--- config.mk ---
export PLATFORM = sky130hd
export DESIGN_NAME = noisy_sig_gen_flat
export DESIGN_NICKNAME = d
export VERILOG_FILES = /design/src/rtl/noisy_sig_gen_if.sv /design/src/rtl/noisy_sig_gen.sv /design/src/flat_wrapper.sv
export SDC_FILE = /design/constraint.sdc
export NUM_CORES = 1
export LEC_CHECK = 0
export CAP_MARGIN = 20
export CORE_ASPECT_RATIO = 1.2
export CORE_MARGIN = 2
export CORE_UTILIZATION = 50
export DETAILED_ROUTE_END_ITERATION = 12
export GPL_TIMING_DRIVEN = 0
export PLACE_DENSITY = 0.68
export SLEW_MARGIN = 30
export SYNTH_ARGS = -nofsm -noshare
export SYNTH_HDL_FRONTEND = slang
export SYNTH_SLANG_ARGS = --single-unit
--- constraint.sdc ---
create_clock -name clk -period 6.2 [get_ports clk]
set_clock_uncertainty 0.15 [all_clocks]
set_input_delay 0.93 -clock clk [delete_from_list [all_inputs] [get_ports clk]]
set_output_delay 0.93 -clock clk [all_outputs]
set_load 0.01 [all_outputs]
--- src/rtl/noisy_sig_gen_if.sv ---
// Control and sample bus for the noisy tone generator.
// The master drives the generator controls; the slave (the generator) returns samples.
interface noisy_sig_gen_if;
  logic        en;
  logic [15:0] tone_fcw;
  logic        noise_en;
  logic [2:0]  noise_shift;
  logic        signal_valid;
  logic [15:0] noisy_signal;

  modport master (
    output en, tone_fcw, noise_en, noise_shift,
    input  signal_valid, noisy_signal
  );

  modport slave (
    input  en, tone_fcw, noise_en, noise_shift,
    output signal_valid, noisy_signal
  );
endinterface

--- src/rtl/noisy_sig_gen.sv ---
// Quarter-wave table sine tone plus scaled Galois-LFSR noise, saturated to 1.1.14.
// Capture stage, then term stage, then saturated-sum stage; each loads only when its valid is set.
module noisy_sig_gen (
  input  logic             clk,
  input  logic             rst_n,
  noisy_sig_gen_if.slave   bus
);

  localparam logic [15:0] LfsrSeed = 16'hACE1;
  localparam logic [15:0] LfsrMask = 16'hB400;

  // round(8192 * sin(2*pi*n/256)), n = 0..64
  function automatic logic [13:0] sine_lut(input logic [6:0] idx);
    case (idx)
      7'd0:  return 14'd0;    7'd1:  return 14'd201;  7'd2:  return 14'd402;  7'd3:  return 14'd603;
      7'd4:  return 14'd803;  7'd5:  return 14'd1003; 7'd6:  return 14'd1202; 7'd7:  return 14'd1401;
      7'd8:  return 14'd1598; 7'd9:  return 14'd1795; 7'd10: return 14'd1990; 7'd11: return 14'd2185;
      7'd12: return 14'd2378; 7'd13: return 14'd2570; 7'd14: return 14'd2760; 7'd15: return 14'd2948;
      7'd16: return 14'd3135; 7'd17: return 14'd3320; 7'd18: return 14'd3503; 7'd19: return 14'd3683;
      7'd20: return 14'd3862; 7'd21: return 14'd4038; 7'd22: return 14'd4212; 7'd23: return 14'd4383;
      7'd24: return 14'd4551; 7'd25: return 14'd4717; 7'd26: return 14'd4880; 7'd27: return 14'd5040;
      7'd28: return 14'd5197; 7'd29: return 14'd5351; 7'd30: return 14'd5501; 7'd31: return 14'd5649;
      7'd32: return 14'd5793; 7'd33: return 14'd5933; 7'd34: return 14'd6070; 7'd35: return 14'd6203;
      7'd36: return 14'd6333; 7'd37: return 14'd6458; 7'd38: return 14'd6580; 7'd39: return 14'd6698;
      7'd40: return 14'd6811; 7'd41: return 14'd6921; 7'd42: return 14'd7027; 7'd43: return 14'd7128;
      7'd44: return 14'd7225; 7'd45: return 14'd7317; 7'd46: return 14'd7405; 7'd47: return 14'd7489;
      7'd48: return 14'd7568; 7'd49: return 14'd7643; 7'd50: return 14'd7713; 7'd51: return 14'd7779;
      7'd52: return 14'd7839; 7'd53: return 14'd7895; 7'd54: return 14'd7946; 7'd55: return 14'd7993;
      7'd56: return 14'd8035; 7'd57: return 14'd8071; 7'd58: return 14'd8103; 7'd59: return 14'd8130;
      7'd60: return 14'd8153; 7'd61: return 14'd8170; 7'd62: return 14'd8182; 7'd63: return 14'd8190;
      7'd64: return 14'd8192;
      default: return 14'd0;
    endcase
  endfunction

  logic [15:0]        phase_q;
  logic [15:0]        lfsr_q;
  logic [15:0]        lfsr_next;

  // Capture stage: the phase/LFSR/noise controls as seen at the en edge.
  logic               s0_valid_q;
  logic [7:0]         k_q;
  logic signed [15:0] lfsr_s_q;
  logic               n_en_q;
  logic [2:0]         shift_q;

  logic               s1_valid_q;
  logic signed [15:0] sine_q;
  logic signed [15:0] noise_q;

  logic               valid_q;
  logic [15:0]        out_q;

  logic [6:0]         idx;
  logic [13:0]        mag;
  logic signed [15:0] mag_s;
  logic signed [15:0] sine_d;
  logic [3:0]         shamt;
  logic signed [15:0] noise_d;
  logic [16:0]        sum;
  logic [15:0]        sat_d;

  always_comb begin
    lfsr_next = {1'b0, lfsr_q[15:1]} ^ (lfsr_q[0] ? LfsrMask : 16'h0000);

    // Odd quadrants run the quarter table backwards, the lower half-turn is negated.
    idx    = k_q[6] ? (7'd64 - {1'b0, k_q[5:0]}) : {1'b0, k_q[5:0]};
    mag    = sine_lut(idx);
    mag_s  = signed'({2'b00, mag});
    sine_d = k_q[7] ? -mag_s : mag_s;

    shamt   = {1'b0, shift_q} + 4'd2;
    noise_d = n_en_q ? (lfsr_s_q >>> shamt) : 16'sd0;

    sum = {sine_q[15], sine_q} + {noise_q[15], noise_q};
    if (sum[16] != sum[15]) begin
      sat_d = sum[16] ? 16'h8000 : 16'h7FFF;
    end else begin
      sat_d = sum[15:0];
    end
  end

  always_ff @(posedge clk or negedge rst_n) begin
    if (!rst_n) begin
      phase_q    <= 16'h0000;
      lfsr_q     <= LfsrSeed;
      s0_valid_q <= 1'b0;
      k_q        <= 8'h00;
      lfsr_s_q   <= 16'sd0;
      n_en_q     <= 1'b0;
      shift_q    <= 3'd0;
      s1_valid_q <= 1'b0;
      sine_q     <= 16'sd0;
      noise_q    <= 16'sd0;
      valid_q    <= 1'b0;
      out_q      <= 16'h0000;
    end else begin
      s0_valid_q <= bus.en;
      if (bus.en) begin
        phase_q  <= phase_q + bus.tone_fcw;
        lfsr_q   <= lfsr_next;
        k_q      <= phase_q[15:8];
        lfsr_s_q <= signed'(lfsr_q);
        n_en_q   <= bus.noise_en;
        shift_q  <= bus.noise_shift;
      end

      s1_valid_q <= s0_valid_q;
      if (s0_valid_q) begin
        sine_q  <= sine_d;
        noise_q <= noise_d;
      end

      valid_q <= s1_valid_q;
      if (s1_valid_q) begin
        out_q <= sat_d;
      end
    end
  end

  assign bus.signal_valid = valid_q;
  assign bus.noisy_signal = out_q;

endmodule

--- src/flat_wrapper.sv ---
// flat-port wrapper written by rule: the top's interface ports become plain ports
module noisy_sig_gen_flat 
  (clk, rst_n, bus_en, bus_tone_fcw, bus_noise_en, bus_noise_shift, bus_signal_valid, bus_noisy_signal);
  noisy_sig_gen_if bus_i ();
  input  logic clk;
  input  logic rst_n;
  input wire logic [$bits(bus_i.en)-1:0] bus_en;
  input wire logic [$bits(bus_i.tone_fcw)-1:0] bus_tone_fcw;
  input wire logic [$bits(bus_i.noise_en)-1:0] bus_noise_en;
  input wire logic [$bits(bus_i.noise_shift)-1:0] bus_noise_shift;
  output wire logic [$bits(bus_i.signal_valid)-1:0] bus_signal_valid;
  output wire logic [$bits(bus_i.noisy_signal)-1:0] bus_noisy_signal;
  assign bus_i.en = bus_en;
  assign bus_i.tone_fcw = bus_tone_fcw;
  assign bus_i.noise_en = bus_noise_en;
  assign bus_i.noise_shift = bus_noise_shift;
  assign bus_signal_valid = bus_i.signal_valid;
  assign bus_noisy_signal = bus_i.noisy_signal;
  noisy_sig_gen u_core (.clk(clk), .rst_n(rst_n), .bus(bus_i));
endmodule
==> qor.yml <==
job:
  max_cap_viol_count: 0
cts:
  cts_hold_buf: 0
  cts_buffers: 9
  post_cts_buffers: 0
  max-clock-path-buffers: 2
  cts_tree: "built"
  htreeDepth: 3
  cts-root-buf: "clkbuf_16"
  path_clk_slew_ns: 0.08
  cts.sinks: 104
  clock_latency_ns: 0.35
  cts_resized: 0
yosys:
  synth_commonest_cells: "96 x dfrtp_1, 73 x nand2_1, 73 x o21ai_0"
  synth-edff-count: 0
  synth_fa_ha_area_share_pct: 7.343
  synth.avg_cell_area_um2: 8.908
  ys_seq_area_share_pct: 31.81
  ys_top_cells_by_area: "dfrtp_1 29%, ha_1 6.9%, mux2_2 4.9%, o21ai_0 4.4%, a21oi_1 3.4%"
  synth_flop_cell: "dfrtp_1"
  synth-xor-area-share_pct: 4.327
  synth_simple_gate_area_share_pct: 15.13
  yosysMostFrequentCell: "dfrtp_1"
  synthMuxAreaShare_pct: 8.410
  synth_top_area_cell: "dfrtp_1"
  synthCells: 922
  synth_nets: 992
  ys_seq_elements: 104
  synth_top_family_by_area: "compound AO/OA/AOI/OAI gates"
  synth_cell_types: 94
  synth_top_area_share_pct: 29.25
  async_reset_ff_share_pct: 100.0
  synth_compound_area_share_pct: 26.48
  yosys_warnings: 0
  netlist_area_um2: 8213
detailed_routing:
  wl_met1_um: 8974
  drtIter0Drc: 766
  viasPerCell: 6.125
  wl_met2_um: 10480
  maxUsedRoutingLayer: "met4"
  drc_errors: 0
  wirelength_um: 21370
  wl_per_cell_um: 17.96
  antenna_left: 0
  first_pass_iters: 5
  met3_length_um: 1184
  vias: 7289
final_layout:
  area_growth_pct: 12.14
  multiInputGateArea_um2: 5066
  drive_above_1_share_pct: 12.17
  num_antenna_cells: 0
  n_fill_cell: 1460
  regArea_um2: 2613
  final_nets: 1043
critical_path:
  crit_type: "flip-flop to flip-flop"
  max_stage_delay_ns: 0.87
  slowest_stage: "a2111oi_0"
  critPathLaunchType: "flip-flop"
  crit_chain: "inv_1 -> ha_1 -> mux2_2 -> ha_1 -> clkbuf_1 -> o22ai_1 -> a2111oi_0 -> o221ai_1 -> nand3_1 -> o311ai_1 -> nor4_2 -> a31oi_1 -> a21o_1"
  cp-end-kind: "flip-flop"
  crit_fanout: 11
  crit_path_frequent_cell: "ha_1"
  arrival_ns: 5.32
  worstPathRequired_ns: 6.29
pwr:
  vdd_drop_max_uv: 236.7
  power_density_nw_per_um2: 628.9
  totalPowerFinal_mw: 5.792
  p_leak_nw: 3.825
sta:
  period_needed_ns: 5.227
  max_freq_ghz: 0.1913
  fin_crit_sh_pct: 84.30
  fin_setup_tns_ns: 0
  relSlewSlack_pct: 35.24
  rsz0062_at_grt: "false"
  hold_viol_final: 0
  worst_pin_slew_ns: 0.9470
  finalSetupViolations: 0
  finalMaxSlewViolations: 0
die:
  io-pin-count: 40
  rows: 51
  initial_core_util_pct: 50.87
  die_area_um2: 17470
  die_w_um: 121.0
  die_height_um: 144.4
  core-area_um2: 16140
grt:
  grt_pass1_vias: 7082
  grt_usage_pct: 25.39
  antenna_found_initial: 0
  grt-ovfl-total: 0
  grt_max_degree: 69
  grt_first_pass_wirelength_um: 35390
outcome:
  status: "completed"
worst_hold_path:
  hold_path_class: "flip-flop to flip-flop"
place:
  dpl.hpwl_um: 15980
  gp_congestion: 1.027
  io_buffers: 39
power breakdown:
part	total, mW	switching [mW]	internal (mW)	leakage (nW)
Sequential	1.18	0.211	0.965	1.25
Clock	0.603	0.279	0.324	0.152
Combinational	4.01	2.37	1.65	2.43
Total	5.79	2.86	2.94	3.83
area by class of cell:
type	count	share of cell area [%]
Multi-Input combinational cell	691	55.01
Sequential cell	104	28.37
Timing Repair Buffer	40	4.551
Buffer	64	3.233
Tap cell	212	2.880
Inverter	63	2.568
Clock buffer	10	2.486
Clock inverter	6	0.9102
registers in the layout (all words and copies together), names as in the netlist:
signal                   cells
u_core.noise_q              16
u_core.lfsr_q               10
u_core.k_q                   8
u_core.shift_q               3
u_core.sine_q               16
u_core.bus.noisy_signal     16
u_core.s0_valid_q            1
u_core.bus.signal_valid      1
u_core.phase_q              16
u_core.lfsr_s_q             15
u_core.s1_valid_q            1
u_core.n_en_q                1
worst max-delay path, delay by kind of cell (launching register included):
family / cells / cell delay, ns
simple gates: 2 / 0.76
fa+ha+maj: 2 / 0.63
mux: 1 / 0.37
buf+inv: 2 / 0.64
flops: 1 / 0.64
compound gates: 6 / 1.89
logic make-up after synthesis:
family / count (synthesis)
and+or+nand+nor: 247
muxes: 57
xor gates and xnor gates: 38
DFF: 104
buffers and inverters: 127
adders and majority gates: 47
AOI/OAI and AO/OA: 302
layer usage:
layer | GRT usage (%) | up-vias
li1 | - | 3511
met1 | 31.50 | 3456
met2 | 44.44 | 272
met3 | 2.918 | 50
met4 | 11.08 | 0
met5 | 0 | -
stage by stage:
step | worst slack, ns | instances | utilization (%) | hold slack (ns) | cell area, µm²
after global routing | 0.6984 | 1190 | 57.05 | 0.2841 | 9210
final | 0.9733 | 1190 | 57.05 | 0.2738 | 9210
after detailed placement | 1.182 | 1174 | 55.11 | 0.2771 | 8897
after CTS | 1.136 | 1190 | 57.05 | 0.2836 | 9210
after floorplan | 2.205 | 922 | - | 0.2019 | 8213
after global placement | 0.1476 | 1173 | 54.93 | 0.2784 | 8869
worst paths after layout:
| kind | slack, ns | to | startpoint | cells past startpoint |
|---|---|---|---|---|
| hold / removal | 0.27 | u_core.s1_valid_q | u_core.s0_valid_q | 0 |
| min in group asynchronous | 0.31 | u_core.noise_q[3] | rst_n | 1 |
| setup / recovery | 0.97 | u_core.sine_q[15] | u_core.k_q[0] | 13 |
| setup reg to reg | 0.97 | u_core.sine_q[15] | u_core.k_q[0] | 13 |
| max in group asynchronous | 4.90 | u_core.lfsr_q[13] | rst_n | 2 |
| hold reg to reg | 0.27 | u_core.s1_valid_q | u_core.s0_valid_q | 0 |
placed cells by master, fill, tap and decap left out, drive strengths merged, types with 9 or more instances in the layout:
cell,n
a211oi,15
ha,45
clkbuf,52
o211ai,15
a2111oi,10
o21ai,74
nand3,19
mux2,37
buf,24
nand2b,11
inv,65
dfrtp,96
mux2i,15
a31oi,12
o2bb2ai,9
a21oi,55
nor3,18
clkdlybuf4s50,38
xnor2,31
a221o,16
nand2,73
nor2b,11
nor2,57
Note: power is estimated with default switching activity, not from simulation.
